===== src/rtl/alarm_pkg.sv =====
// alarm_pkg: shared state encoding and default timing constants for the siren controller
package alarm_pkg;
  typedef enum logic [1:0] {IDLE = 2'd0, GRACE = 2'd1, SOUND = 2'd2, HOLDOFF = 2'd3} alarm_state_t;
  localparam int DEF_GRACE_CYCLES = 4;
  localparam int DEF_PULSE_CYCLES = 2;
  localparam int DEF_SIREN_CYCLES = 16;
  localparam int DEF_HOLDOFF_CYCLES = 8;
  localparam int TRIGGER_COUNT_W = 8;
  function automatic int max4(input int a, input int b, input int c, input int d);
    int m;
    m = a > b ? a : b;
    m = m > c ? m : c;
    return m > d ? m : d;
  endfunction
endpackage


===== src/rtl/alarm_cycle_timer.sv =====
// alarm_cycle_timer: loadable down-counter that parks at zero and flags it
module alarm_cycle_timer #(
  parameter int W = 4
) (
  input  logic         clk,
  input  logic         rst,
  input  logic         load,
  input  logic         dec,
  input  logic [W-1:0] value,
  output logic         zero
);
  logic [W-1:0] r_cnt;
  always_ff @(posedge clk or posedge rst) begin
    if (rst) r_cnt <= '0;
    else if (load) r_cnt <= value;
    else if (dec && r_cnt != '0) r_cnt <= r_cnt - 1'b1;
  end
  assign zero = r_cnt == '0;
endmodule


===== src/rtl/alarm_siren_controller.sv =====
// alarm_siren_controller: glitch-filtered, time-bounded siren/horn sequencer with disarm hold-off
module alarm_siren_controller
  import alarm_pkg::*;
#(
  parameter int GRACE_CYCLES   = DEF_GRACE_CYCLES,
  parameter int PULSE_CYCLES   = DEF_PULSE_CYCLES,
  parameter int SIREN_CYCLES   = DEF_SIREN_CYCLES,
  parameter int HOLDOFF_CYCLES = DEF_HOLDOFF_CYCLES
) (
  input  logic                       Clock,
  input  logic                       Reset,
  input  logic                       CarAlarmSignal,
  input  logic                       IgnitionSignalOn,
  output logic                       SirenOn,
  output logic                       HornPulse,
  output logic                       AlarmActive,
  output logic [TRIGGER_COUNT_W-1:0] TriggerCount
);
  localparam int CW = $clog2(max4(GRACE_CYCLES, PULSE_CYCLES, SIREN_CYCLES, HOLDOFF_CYCLES)) + 1;
  localparam logic [CW-1:0] GRACE_LD = CW'(GRACE_CYCLES - 1);
  localparam logic [CW-1:0] PULSE_LD = CW'(PULSE_CYCLES - 1);
  localparam logic [CW-1:0] SIREN_LD = CW'(SIREN_CYCLES - 1);
  localparam logic [CW-1:0] HOLD_LD  = CW'(HOLDOFF_CYCLES - 1);
  alarm_state_t r_state;
  logic r_siren, r_horn, r_active;
  logic [TRIGGER_COUNT_W-1:0] r_count;
  logic w_go, w_fire, w_stop;
  logic w_t_load, w_t_dec, w_t_zero, w_p_load, w_p_dec, w_p_zero;
  logic [CW-1:0] w_t_value;
  // w_fire: grace expired with trigger still valid; w_stop: leave SOUND (disarm wins over timeout)
  always_comb begin
    w_go      = CarAlarmSignal && !IgnitionSignalOn;
    w_fire    = r_state == GRACE && w_go && w_t_zero;
    w_stop    = r_state == SOUND && (IgnitionSignalOn || w_t_zero);
    w_t_load  = (r_state == IDLE && w_go) || w_fire || w_stop;
    w_t_value = r_state == IDLE ? GRACE_LD : r_state == GRACE ? SIREN_LD : HOLD_LD;
    w_t_dec   = !w_t_load && (r_state == SOUND || r_state == HOLDOFF || (r_state == GRACE && w_go));
    w_p_load  = w_fire || (r_state == SOUND && w_p_zero);
    w_p_dec   = r_state == SOUND && !w_p_zero;
  end
  alarm_cycle_timer #(.W(CW)) u_state_timer (
    .clk(Clock), .rst(Reset), .load(w_t_load), .dec(w_t_dec), .value(w_t_value), .zero(w_t_zero)
  );
  alarm_cycle_timer #(.W(CW)) u_phase_timer (
    .clk(Clock), .rst(Reset), .load(w_p_load), .dec(w_p_dec), .value(PULSE_LD), .zero(w_p_zero)
  );
  always_ff @(posedge Clock or posedge Reset) begin
    if (Reset) begin
      r_state  <= IDLE;
      r_siren  <= 1'b0;
      r_horn   <= 1'b0;
      r_active <= 1'b0;
      r_count  <= '0;
    end else begin
      unique case (r_state)
        IDLE: if (w_go) begin
          r_state  <= GRACE;
          r_active <= 1'b1;
        end
        GRACE: if (!w_go) begin
          r_state  <= IDLE;
          r_active <= 1'b0;
        end else if (w_t_zero) begin
          r_state <= SOUND;
          r_siren <= 1'b1;
          r_horn  <= 1'b1;
          if (r_count != '1) r_count <= r_count + 1'b1;
        end
        SOUND: if (w_stop) begin
          r_state  <= HOLDOFF;
          r_siren  <= 1'b0;
          r_horn   <= 1'b0;
          r_active <= 1'b0;
        end else if (w_p_zero) r_horn <= ~r_horn;
        HOLDOFF: if (w_t_zero) r_state <= IDLE;
      endcase
    end
  end
  assign SirenOn      = r_siren;
  assign HornPulse    = r_horn;
  assign AlarmActive  = r_active;
  assign TriggerCount = r_count;
endmodule


===== config.mk =====
export PLATFORM = sky130hd
export DESIGN_NAME = alarm_siren_controller
export DESIGN_NICKNAME = d
export VERILOG_FILES = /design/src/rtl/alarm_pkg.sv /design/src/rtl/alarm_cycle_timer.sv /design/src/rtl/alarm_siren_controller.sv
export SDC_FILE = /design/constraint.sdc
export NUM_CORES = 1
export LEC_CHECK = 0
export ABC_AREA = 1
export BUFFER_PORTS_ARGS = -buffer_cell sky130_fd_sc_hd__buf_4
export CAP_MARGIN = 40
export CORE_ASPECT_RATIO = 1.1
export CORE_MARGIN = 2
export CORE_UTILIZATION = 40
export DETAILED_ROUTE_END_ITERATION = 12
export PLACE_DENSITY = 0.67
export SLEW_MARGIN = 20
export SYNTH_ARGS = -nofsm -noshare
export SYNTH_HDL_FRONTEND = slang
export SYNTH_SLANG_ARGS = --single-unit

===== constraint.sdc =====
create_clock -name Clock -period 2.2 [get_ports Clock]
set_input_delay 0.22 -clock Clock [delete_from_list [all_inputs] [get_ports Clock]]
set_output_delay 0.22 -clock Clock [all_outputs]
set_load 0.01 [all_outputs]

==> impl_results.rst <==
.. list-table::
   :header-rows: 1

   * - Metric
     - Value
   * - Most common cell after layout, fill and taps aside
     - nand2_1
   * - Slowest-stage cell, CP
     - dfrtp_1
   * - Synth Area in XOR/XNOR
     - 3.652%
   * - Run status
     - completed
   * - Cts bufs inserted
     - 3
   * - Crit. End Element
     - flop
   * - Primary flip-flop cell chosen by synthesis mapping
     - dfrtp_1
   * - Area fraction in compound gates after synthesis
     - around 5%
   * - Minimum period implied by the final worst setup slack
     - 1.734 ns
   * - Placement row count
     - 22
   * - FFs w/ async S/R, synth
     - 100.0%
   * - Setup_tns
     - 0 ns
   * - Number of levels the H-tree was split into
     - 1
   * - Avg WL per Cell
     - just over 10 µm
   * - Area after detailed placement
     - 0.001607 mm²
   * - Largest incremental delay on the critical path
     - ~0.45 ns
   * - Reg-to-reg endpoint
     - u_state_timer.r_cnt[3]
   * - Fin. max-slew vios
     - 0
   * - Fraction of layout cells with a size suffix above 1
     - between 10% and 20%
   * - Clock sinks
     - 23
   * - # port buffers
     - 14
   * - CP Cell Sequence
     - inv_1 -> ha_1 -> nand3_2 -> nand2_1 -> nand2_1 -> nor2_1 -> nand3_1 -> nand3_1
   * - Final core occ
     - between 40% and 50%
   * - Average via count per standard cell
     - approximately 4.6
   * - M1 wire length
     - between 1000 and 1500 µm
   * - FF-to-FF path depth
     - 8
   * - DP Wirelength
     - slightly below 2000 µm
   * - Total power
     - between 1.5 and 2 mW
   * - Reported max-cap violation count
     - 0
   * - Count of filler cells inserted in the layout
     - approximately 340
   * - Pin count of the biggest net entering global routing
     - 24
   * - Total DRC errors in the routed layout
     - 0
   * - Routed via count
     - about 1,200
   * - Worst-path maximum fanout
     - 6
   * - Mapped Avg Cell Area
     - between 7 and 8 µm²
   * - Wire length on met3
     - ~74 µm
   * - Count of endpoints failing hold in the final timing report
     - 0
   * - Wire length of the first global-routing pass
     - 4519 µm
   * - Number of enable flip-flop cells after synthesis
     - 0
   * - Type of the tightest min-delay check
     - in -> reg
   * - GR Overflow Total
     - 0
   * - Routed wire length
     - around 2600 µm
   * - DRT iter0 DRCs
     - 33
   * - Post-Syn Nets
     - slightly above 200
   * - Warnings, synthesis
     - 0
   * - Worst R2R Setup Slack
     - approximately 0.47 ns
   * - Floorplan die area
     - 0.004094 mm²
   * - Initial Utilization
     - 42.50%
   * - Crit path setup slack, layout
     - around 0.47 ns
   * - Unrepaired setup endpoints after global routing
     - no
   * - Slew @ Worst Pin
     - about 0.31 ns
   * - Number of nets in the finished design
     - between 200 and 250
   * - Clock latency on the worst-skew pair
     - between 0.3 and 0.4 ns
   * - Buffers from clock root to sink, at most
     - 2
   * - Data arrival time of the worst path
     - 1.99 ns
   * - Met2 routed wirelength
     - around 1100 µm
   * - Dominant combinational cell family by area after synthesis
     - simple AND/OR/NAND/NOR gates
   * - Die height
     - roughly 67 µm
   * - Synth unique cells
     - 24
   * - Area added between synthesis and finish
     - 14.26%
   * - Post-synthesis cell count
     - 188
   * - Area of the multi-input gates
     - 759.5 µm²
   * - CTS tree
     - done
   * - Startpoint type of the worst setup path
     - flop
   * - Total leakage power
     - 0.9106 nW
   * - Final Cycle Share
     - 78.81%
   * - Number of nets with antenna violations after routing
     - 0
   * - Core Footprint
     - 0.003386 mm²
   * - Post-CTS Repair Setup Buffers
     - 0
   * - DIE WIDTH
     - 61.19 µm
   * - Detailed-router iteration count before antenna repair
     - 4
   * - GP Congestion
     - 0.8505
   * - Number of primary I/O pins
     - 15
   * - Worst EP required
     - 2.46 ns
   * - Setup Skew
     - ~0.008 ns
   * - Power per unit of standard cell area
     - around 1100 mW/mm²
   * - Fraction of the mapped netlist area in adder cells
     - ~8.7%
   * - Number of antenna repair diodes
     - 0
   * - Maximum operating frequency
     - between 500 and 600 MHz
   * - Most frequent cells in the layout
     - 55 x nand2_1, 25 x inv_1, 23 x dfrtp_1, 17 x nand3_1, 16 x nor2_1
   * - Global-route total usage across every layer
     - approximately 15%
   * - Portion of the post-synthesis area used by sequential elements
     - 40.00%
   * - Combined area of all synthesized cells
     - approximately 0.0014 mm²
   * - Sequential standard cell area
     - between 500 and 600 µm²
   * - Layout Cell Area excl Fill
     - 0.001644 mm²
   * - WS Path Type
     - reg -> reg
   * - Pre-CTS worst setup slack
     - roughly 0.50 ns
   * - Maximum VDD drop
     - approximately 0.56 mV
   * - Basic-gate share of the synthesized area counting and, or, nand and nor cells
     - a little over a third
   * - Count of final setup violators
     - 0
   * - Root cell of the clock tree
     - clkbuf_4
   * - Mux share of post-synthesis cell area
     - 0%
   * - Worst relative slew slack
     - between 70% and 80%
   * - Capturing element of the worst setup path
     - u_state_timer.r_cnt[3]
   * - Flop and latch count out of synthesis
     - 23
   * - Number of antenna violations at the first check in global routing
     - 0
   * - Vias in the first global route
     - about 1,000
   * - Post-cts repair resize count
     - 0
   * - Top sig layer
     - met4
   * - Clock Pin Slew Worst Setup and Hold Paths
     - around 0.14 ns
[power by group]
| group | switching [mW] | total (mW) | internal, mW |
|---|---|---|---|
| logic | 0.529 | 0.885 | 0.356 |
| registers | 0.142 | 0.716 | 0.573 |
| clock network | 0.139 | 0.207 | 0.0680 |
| total | 0.810 | 1.81 | 0.997 |
[state kept, by name, indices dropped and copies added, names as in the netlist, named ones only]
| register | flops |
|---|---|
| u_state_timer.r_cnt | 5 |
| r_state | 1 |
| SirenOn | 1 |
| u_phase_timer.r_cnt | 5 |
| AlarmActive | 1 |
| HornPulse | 1 |
| TriggerCount | 8 |
[repair_timing]
action,4_1_cts,5_1_grt
hold buffers,1,0
hold endpoints to repair,23,0
endpoints found under the setup margin,0,0
[area by class of cell]
cell class              count  share of cell area (%)
multi-input cells         138                   46.19
flip-flops and latches     23                   35.01
repair buffers             16                   7.458
inverters                  26                   6.012
well taps                  48                   3.653
clock buffers               3                   1.370
clock inverters             1                  0.3044
[synthesized netlist by cell type (3+ instances only)]
cell type / instances / share of area (%)
nand2_1: 55 / 14
inv_1: 25 / 6.5
dfrtp_1: 23 / 40
nand3_1: 17 / 5.9
nor2_1: 16 / 4.2
ha_1: 10 / 8.7
nand4_1: 8 / 3.5
o21ai_0: 7 / 2.4
xor2_1: 4 / 2.4
a21oi_1: 3 / 1.0
nor3_1: 3 / 1.0
o21ai_1: 3 / 1.0
[routing by layer]
metal  global-route usage (%)  up-vias
met4                    6.522        0
met3                    1.165        6
met1                    21.37      508
met5                        0        -
met2                    21.54       22
li1                         -      640
[through the flow]
stage | instances | hold WS (ns)
after detailed placement | 250 | 0.2922
after global placement | 250 | 0.2908
after global routing | 255 | 0.3885
after CTS | 255 | 0.3532
after floorplan | 188 | 0.2219
final | 255 | 0.3715
[how the worst min path moves through the flow]
stage          slack, ns                     end  cells past startpoint             start
2_1_floorplan       0.22             AlarmActive                      1             Reset
3_3_place_gp        0.29         TriggerCount[1]                      3             Reset
3_5_place_dp        0.29         TriggerCount[0]                      3             Reset
4_1_cts             0.35               HornPulse                      6  IgnitionSignalOn
5_1_grt             0.39  u_state_timer.r_cnt[0]                      5    CarAlarmSignal
6_report            0.37                 SirenOn                      5    CarAlarmSignal
[logic make-up after synthesis]
family / Yosys count
xor gates and xnor gates: 6
AOI/OAI and AO/OA: 14
and+or+nand+nor: 108
buffers and inverters: 27
DFF: 23
adders and majority gates: 10
[critical path: cells and delay by family (launching register included)]
| kind | cells | cell delay (ns) |
|---|---|---|
| adder cells (fa/ha/maj) | 1 | 0.27 |
| buffers and inverters | 1 | 0.15 |
| flip-flops | 1 | 0.45 |
| AND/OR/NAND/NOR | 6 | 0.81 |
Power figures use the tool's default switching activity.
